[config.mk]
export PLATFORM = sky130hd
export DESIGN_NAME = key_rom_loader
export DESIGN_NICKNAME = d
export VERILOG_FILES = /design/src/rtl/key_rom_loader.sv
export SDC_FILE = /design/constraint.sdc
export NUM_CORES = 1
export LEC_CHECK = 0
export BUFFER_PORTS_ARGS = -buffer_cell sky130_fd_sc_hd__buf_2
export CAP_MARGIN = 20
export CORE_MARGIN = 1.5
export CORE_UTILIZATION = 48
export DETAILED_ROUTE_END_ITERATION = 7
export PLACE_DENSITY = 0.72
export RECOVER_POWER = 25
export SYNTH_ARGS = -nofsm -noshare
export SYNTH_HDL_FRONTEND = slang
export SYNTH_SLANG_ARGS = --single-unit
[constraint.sdc]
create_clock -name clk -period 2.8 [get_ports clk]
set_input_delay 0.14 -clock clk [delete_from_list [all_inputs] [get_ports clk]]
set_output_delay 0.14 -clock clk [all_outputs]
set_load 0.05 [all_outputs]
[src/rtl/key_rom_loader.sv]
// Fetches a variable-length RC4 key from a synchronous ROM into a packed byte array.
// Supports a run-time base address, configurable ROM read latency and optional byte reversal.
module key_rom_loader #(
    parameter int KEY_LENGTH  = 32,
    parameter int ROM_LENGTH  = 5,
    parameter int ROM_WIDTH   = 8,
    parameter int ROM_LATENCY = 1
) (
    input  logic                                 clk,
    input  logic                                 reset,
    input  logic                                 start,
    input  logic [ROM_LENGTH-1:0]                base_addr,
    input  logic [$clog2(KEY_LENGTH+1)-1:0]      key_len,
    input  logic                                 reverse,
    input  logic [ROM_WIDTH-1:0]                 rom_out,
    output logic [ROM_LENGTH-1:0]                address,
    output logic [KEY_LENGTH-1:0][ROM_WIDTH-1:0] key_arr,
    output logic                                 finished,
    output logic                                 error,
    output logic                                 busy,
    output logic [2:0]                           state_tap,
    output logic [ROM_WIDTH-1:0]                 out_tap
);

    localparam int LEN_W  = $clog2(KEY_LENGTH + 1);
    localparam int IDX_W  = (KEY_LENGTH > 1) ? $clog2(KEY_LENGTH) : 1;
    localparam int SUM_W  = ((ROM_LENGTH > LEN_W) ? ROM_LENGTH : LEN_W) + 1;
    localparam int WAIT_W = 2;
    localparam logic [SUM_W-1:0] ROM_MAX = SUM_W'((64'd1 << ROM_LENGTH) - 64'd1);

    typedef enum logic [2:0] {
        ST_IDLE    = 3'd0,
        ST_ISSUE   = 3'd1,
        ST_WAIT    = 3'd2,
        ST_CAPTURE = 3'd3,
        ST_DONE    = 3'd4,
        ST_ERR     = 3'd5
    } state_t;

    state_t                              state_r;
    state_t                              next_state_s;
    logic [LEN_W-1:0]                    idx_r;
    logic [LEN_W-1:0]                    idx_s;
    logic [WAIT_W-1:0]                   wait_r;
    logic [WAIT_W-1:0]                   wait_s;
    logic [ROM_LENGTH-1:0]               base_r;
    logic [LEN_W-1:0]                    len_r;
    logic                                rev_r;
    logic [ROM_LENGTH-1:0]               address_r;
    logic [ROM_LENGTH-1:0]               address_s;
    logic [KEY_LENGTH-1:0][ROM_WIDTH-1:0] key_r;
    logic [ROM_WIDTH-1:0]                out_tap_r;
    logic                                finished_r;
    logic                                error_r;
    logic                                busy_r;
    logic [2:0]                          state_tap_r;
    logic [SUM_W-1:0]                    end_addr_s;
    logic                                range_err_s;
    logic                                accept_s;
    logic [IDX_W-1:0]                    slot_s;

    // Range check of the requested window, done on the raw inputs at accept time.
    always_comb begin
        end_addr_s  = SUM_W'(base_addr) + SUM_W'(key_len) - SUM_W'(1);
        range_err_s = (key_len == {LEN_W{1'b0}}) ||
                      (key_len > LEN_W'(KEY_LENGTH)) ||
                      (end_addr_s > ROM_MAX);
        accept_s    = (state_r == ST_IDLE) && start;
    end

    // Destination entry for the byte being captured; reversal mirrors around key_len-1.
    always_comb begin
        if (rev_r) begin
            slot_s = IDX_W'(len_r - LEN_W'(1) - idx_r);
        end else begin
            slot_s = IDX_W'(idx_r);
        end
    end

    // Next-state, byte index, wait counter and next ROM address.
    always_comb begin
        next_state_s = state_r;
        idx_s        = idx_r;
        wait_s       = wait_r;
        address_s    = address_r;
        case (state_r)
            ST_IDLE: begin
                if (start) begin
                    idx_s = {LEN_W{1'b0}};
                    if (range_err_s) begin
                        next_state_s = ST_ERR;
                    end else begin
                        next_state_s = ST_ISSUE;
                        address_s    = base_addr;
                    end
                end else begin
                    next_state_s = ST_IDLE;
                end
            end
            ST_ISSUE: begin
                next_state_s = ST_WAIT;
                wait_s       = {WAIT_W{1'b0}};
            end
            ST_WAIT: begin
                if (wait_r == WAIT_W'(ROM_LATENCY - 1)) begin
                    next_state_s = ST_CAPTURE;
                end else begin
                    wait_s = wait_r + WAIT_W'(1);
                end
            end
            ST_CAPTURE: begin
                if (idx_r == len_r - LEN_W'(1)) begin
                    next_state_s = ST_DONE;
                end else begin
                    idx_s        = idx_r + LEN_W'(1);
                    next_state_s = ST_ISSUE;
                    address_s    = base_r + ROM_LENGTH'(idx_r + LEN_W'(1));
                end
            end
            ST_DONE, ST_ERR: begin
                if (start) begin
                    next_state_s = state_r;
                end else begin
                    next_state_s = ST_IDLE;
                end
            end
            default: begin
                next_state_s = ST_IDLE;
            end
        endcase
    end

    // State register, latched request, key assembly and registered status outputs.
    always_ff @(posedge clk) begin
        if (reset) begin
            state_r     <= ST_IDLE;
            idx_r       <= {LEN_W{1'b0}};
            wait_r      <= {WAIT_W{1'b0}};
            base_r      <= {ROM_LENGTH{1'b0}};
            len_r       <= {LEN_W{1'b0}};
            rev_r       <= 1'b0;
            address_r   <= {ROM_LENGTH{1'b0}};
            key_r       <= {(KEY_LENGTH*ROM_WIDTH){1'b0}};
            out_tap_r   <= {ROM_WIDTH{1'b0}};
            finished_r  <= 1'b0;
            error_r     <= 1'b0;
            busy_r      <= 1'b0;
            state_tap_r <= 3'd0;
        end else begin
            state_r   <= next_state_s;
            idx_r     <= idx_s;
            wait_r    <= wait_s;
            address_r <= address_s;
            if (accept_s) begin
                base_r <= base_addr;
                len_r  <= key_len;
                rev_r  <= reverse;
                key_r  <= {(KEY_LENGTH*ROM_WIDTH){1'b0}};
            end
            if (state_r == ST_CAPTURE) begin
                key_r[slot_s] <= rom_out;
                out_tap_r     <= rom_out;
            end
            finished_r  <= (next_state_s == ST_DONE);
            error_r     <= (next_state_s == ST_ERR);
            busy_r      <= (next_state_s == ST_ISSUE) ||
                           (next_state_s == ST_WAIT)  ||
                           (next_state_s == ST_CAPTURE);
            state_tap_r <= next_state_s;
        end
    end

    assign address   = address_r;
    assign key_arr   = key_r;
    assign finished  = finished_r;
    assign error     = error_r;
    assign busy      = busy_r;
    assign state_tap = state_tap_r;
    assign out_tap   = out_tap_r;

endmodule

Yosys cells after proc, flatten, opt, wreduce, memory -nomap -nowiden
Cells that the tools add are included.
{ "totals": {"reg_bits": 295, "out_inout_bits": 275, "wordCells": 106} }
{ "classes": {"addsub": 7, "order_cmp": 4, "n_eq_ne": 15, "n_mux": 22, "reduce_logical": 15} }
{ "op_table": {"columns": ["op", "n"], "rows": [
  ["$mux W256", 3],
  ["$bwmux W256", 1],
  ["$demux W8 S5", 1],
  ["$mux W5", 4],
  ["$mux W3", 5],
  ["$pmux W3 S5", 1],
  ["$eq A3 B2 Y1 const B", 4],
  ["$eq A3 B3 Y1 const B", 4],
  ["$mux W6", 2],
  ["$pmux W6 S2", 1],
  ["$pmux W5 S2", 1],
  ["$mux W8", 1],
  ["$ne A2 B2 Y1 const B", 4],
  ["$add A5 B6 Y7", 1],
  ["$gt A7 B5 Y1 const B", 1],
  ["$sub A7 B1 Y7 const B", 1],
  ["$add A6 B1 Y6 const B", 1],
  ["$eq A3 B1 Y1 const B", 2],
  ["$eq A6 B6 Y1", 1],
  ["$gt A6 B6 Y1 const B", 1],
  ["$logic_not A6 Y1", 1],
  ["$lt A5 B6 Y1 const B", 1],
  ["$sub A6 B1 Y6 const B", 1],
  ["$add A5 B5 Y5", 1],
  ["14 further kinds", 19]
]} }

Depth between registers and ports, before layout
{ "depth": {"word_depth": 10, "ltp_mapped": 12, "mapped_depth_nobuf": 11} }

Worst setup path after synthesis
No wires, ideal clock.
{ "synth_path": {"path_type": "flip-flop to flip-flop", "from": "register len_r[0]", "to": "register key_r, in the netlist key_arr[39]", "setup_ps": 74, "arrival_time_ps": 2560, "required_ps": 2726, "slack_ps": 166, "path_stages_with_launch": 11, "path_buffers": 1, "path_cell_list": "dfxtp_1 inv_1 ha_1 inv_1 fa_1 xnor2_1 a21oi_2 nand2_2 or2_2 clkbuf_1 o21ai_0"} }
{ "synth_between": {"elab_chain_len": 9} }
{ "synth_lines": {"columns": ["item", "line_no", "source"], "rows": [
  ["from (decl)", "47", "logic [LEN_W-1:0] len_r;"],
  ["from (signal assigned)", "140", "len_r <= {LEN_W{1'b0}};"],
  ["from (signal assigned)", "156", "len_r <= key_len;"],
  ["$sub A6 B1 Y6 (*)", null, null],
  ["$sub A5 B5 Y5 (*)", "74", "slot_s = IDX_W'(len_r - LEN_W'(1) - idx_r);"],
  ["$mux W5 (*)", "73", "if (rev_r) begin"],
  ["$lt A5 B6 Y1 (not written as such) / $ge A5 B1 Y1 (equally long branches)", "161", "key_r[slot_s] <= rom_out;"],
  ["$logic_and A1 B1 Y1 (not written as such)", "161", null],
  ["$mux W8 (not written as such)", "161", null],
  ["$demux W8 S5 (*)", "161", null],
  ["$bwmux W256 (*)", "161", null],
  ["$mux W256 (*)", "160", "if (state_r == ST_CAPTURE) begin"],
  ["to (signal assigned)", "143", "key_r <= {(KEY_LENGTH*ROM_WIDTH){1'b0}};"],
  ["to (signal assigned)", "158", "key_r <= {(KEY_LENGTH*ROM_WIDTH){1'b0}};"],
  ["to (signal, indexed assignment)", "161", null],
  ["to (decl)", "51", "logic [KEY_LENGTH-1:0][ROM_WIDTH-1:0] key_r;"]
]} }
Mark *: on every way between the ends. The rest lies on a longest branch, timed or not.
A chain may end at the register's enable or synchronous reset.

Worst setup path in the final report
{ "layout_path": {"from": "register len_r[1]", "to": "register key_r, in the netlist key_arr[153]"} }
Same word-level chain as after synthesis.

==> run metrics <==
Post-Syn Instances 1253; Critical Path End Type register; Tcrit/Tclk final a little over nine tenths; Setup violations, final 0; critical path class register to register; post-synthesis compound-gate area fraction approximately 23%; Critical Path RT about 3200 ps; hold_ws between 40 and 50 ps; largest family of logic cells by synthesized area compound AO/OA/AOI/OAI gates; Placed Cells 1818; post-DP HPWL ~24000 um; main flop type after synthesis dfxtp_1; Starting Density around half; Synth Area in Adders under 10%; die height 160 um; Post-route DRC 0; GP Congestion roughly 0.87; final instance area between 15000 and 20000 um^2; # IOs 298; post-synthesis async set-or-reset flop share 0%; Area after DPL between 10000 and 15000 um^2; Nets approximately 1600; global-route wire length before repair 55900 um; Pwr Total 11100 uW; die area around 26000 um^2; total core area 24300 um^2; root cell of the clock tree clkbuf_16; crit path time final 2740 ps; Max rail drop VDD 0.407 mV; Reg power frac between 30% and 40%; pin count of the biggest net entering global routing about 110; Setup Skew between 15 and 20 ps; maximum clock insertion buffer count 3; Post-Synth Simple-Gate Area between 10% and 20%; Syn Nets 1300; Clock power frac between 30% and 40%; pwr dens slightly above 700 nW/um^2; initial antenna violation count 0; crit start category register; # rows 57; f_max 365 MHz; Yosys reg bits around 300; Non-Filler Instances approximately 1900; crit-path most repeated cell buf_6; DR pass1 iterations 5; DRT iter0 DRCs approximately 1200; total CTS buffers 29; post-synthesis sequential area ratio 49.6%; mux cell area share after synthesis 6.99%; WL final around 37000 um; GRT Total Usage 27.0%; leakage dissipation about 0.0063 uW; via count 10800; R2R Setup Slk between 60 and 70 ps; Die W between 150 and 200 um; Mapped Avg Cell Area roughly 9.5 um^2; CP Data Arrival Time roughly 3200 ps; Tightest Pin Transition 1540 ps; total negative setup slack 0 ps; CP Cell Sequence inv_1 > ha_4 > xor2_2 > ha_1 > a21o_1 > a21oi_2 > buf_6 > xor2_4 > buf_6 > a31oi_4 > clkbuf_16 > o211ai_1 > o21ai_0; Worst-path clk slew around 70 ps; internal power 7700 uW; Antenna Violating Nets Remaining 0; CTS tree built; H-tree Lvls 1; Num Clock Sinks slightly below 300; worst skew pair latency ~570 ps; Comb pwr share between 20% and 30%; # diodes 0; overflow left after global routing 0; IO Port Bufs 297; vias in the first global route around 10000; sw frac approximately 31%; largest incremental delay on the critical path ~340 ps; Via density between 5 and 6; Syn. warnings 0; Synth Area in XOR/XNOR approximately 1.8%; Hold Crit Class input pin to register; number of synthesized flops with an enable pin 0; Max-cap violations 1; Net Switching about 3400 uW; violated checks max-capacitance violations, max-slew violations; DR WL/cell just under 20 um; Hold Vio Cnt, Final 0; Yosys cell types 61; Max Slew Vio Count 5; Layout area overhead 29.4%; critical path's slowest cell ha_1; crit-path max FO 8; status finished with violations; Mapped Area approximately 12000 um^2; RSZ-0062 raised after global routing yes; Rel. slew slack -3.13%; fraction of layout cells with a size suffix above 1 a little under a quarter
==> registers in the layout, indices dropped and copies added (netlist names), 2 cells and up <==
register and cells:
out_tap 8, len_r 6, key_arr 256, wait_r 2
base_r 5, idx_r 6, address 5, state_tap 3
==> cells by family (layout without fill, tap and decap cells) <==
group / count (synthesis) / in the layout
AND/OR/NAND/NOR: 246 / 246
multiplexers: 83 / 83
adder cells (fa/ha/maj): 24 / 24
buffers and inverters: 162 / 490
AO/OA/AOI/OAI: 422 / 425
flip-flops: 295 / 295
XOR/XNOR: 21 / 21
==> layout make-up <==
type | count | area (um^2)
Tap cell | 324 | 405
Clock inverter | 23 | 303
Inverter | 34 | 128
Fill cell | 2119 | 8920
Timing Repair Buffer | 402 | 2380
Clock buffer | 31 | 753
Sequential cell | 295 | 5910
Multi-Input combinational cell | 799 | 5530
==> layer usage <==
layer	wire length, um	up-vias	track usage [%]
met5	0	-	0
met4	1430	0	9.94
met3	2650	94	4.44
met2	17200	462	44.4
met1	15800	5169	35.8
li1	-	5086	-
==> worst max-delay path, delay by kind of cell, from the launching register on <==
family | cells | cell delay [ps]
AO/OA/AOI/OAI | 5 | 840
buffers and inverters | 4 | 630
adder cells (fa/ha/maj) | 2 | 510
flip-flops | 1 | 330
XOR/XNOR | 2 | 310
==> power groups by stage <==
stage	registers, uW	logic [uW]	clock network (uW)
floorplan	4590	1220	0
global placement	4470	1910	0
detailed placement	4470	1930	0
CTS	4370	2160	4300
global route	4390	2650	4480
finish	4380	2500	4260
==> placed cells by master, fill, tap and decap left out, types with 12 or more instances in the layout <==
cell type and instances:
a21oi_1 34, dfxtp_1 293, nor2_1 20, o21ai_0 100
dlygate4sd3_1 21, o21ai_1 81, clkbuf_16 32, buf_4 59
nand2_1 141, ha_1 20, o211ai_1 176, or2_4 13
buf_2 164, inv_1 32, mux2i_1 82, xnor2_1 12
clkbuf_1 135
==> per-stage QoR <==
stage          utilization, %  setup WS (ps)
2_1_floorplan               -            166
3_3_place_gp             57.3           -113
3_5_place_dp             57.3           -190
4_1_cts                  62.8           2.36
5_1_grt                  63.3          -43.8
6_report                 63.3           61.5
==> cells in the mapped netlist, types with 3 or more instances <==
cell type,instances,area (um^2)
dfxtp_1,295,5910
xor2_1,5,43.8
mux2i_1,82,821
fa_1,3,60.1
ha_1,21,263
nand2b_1,12,75.1
a21o_1,5,37.5
nand2_1,142,533
nand2_2,6,37.5
a21oi_1,36,180
or2_1,4,25.0
inv_1,34,128
a311oi_1,5,43.8
buf_2,27,135
or2_2,3,18.8
or2_0,16,100
buf_6,3,33.8
o211ai_1,176,1320
o21ai_1,73,365
o21ai_0,108,541
nand3_1,3,15.0
xnor2_1,13,114
clkbuf_1,89,334
nor3_1,10,50.1
nor2_1,22,82.6
buf_4,9,67.6
nand3_4,8,140
==> path summary, 6_finish.rpt <==
kind	end	startpoint	depth (start not counted)
max	key_arr[153]$_SDFF_PP0_	len_r[1]$_SDFFE_PP0P_	13
max reg2reg	key_arr[153]$_SDFF_PP0_	len_r[1]$_SDFFE_PP0P_	13
min	busy$_SDFF_PP0_	start	4
min reg2reg	key_arr[207]$_SDFF_PP0_	key_arr[207]$_SDFF_PP0_	2
==> timing repair <==
action,CTS,global route
endpoints found under the hold margin,25,0
pin swaps,3,14
hold buffers,21,0
resized for setup,22,49
endpoints found under the setup margin,132,219
buffers inserted,3,4
cloned,1,7
No activity file was read; power rests on OpenSTA's default activity.
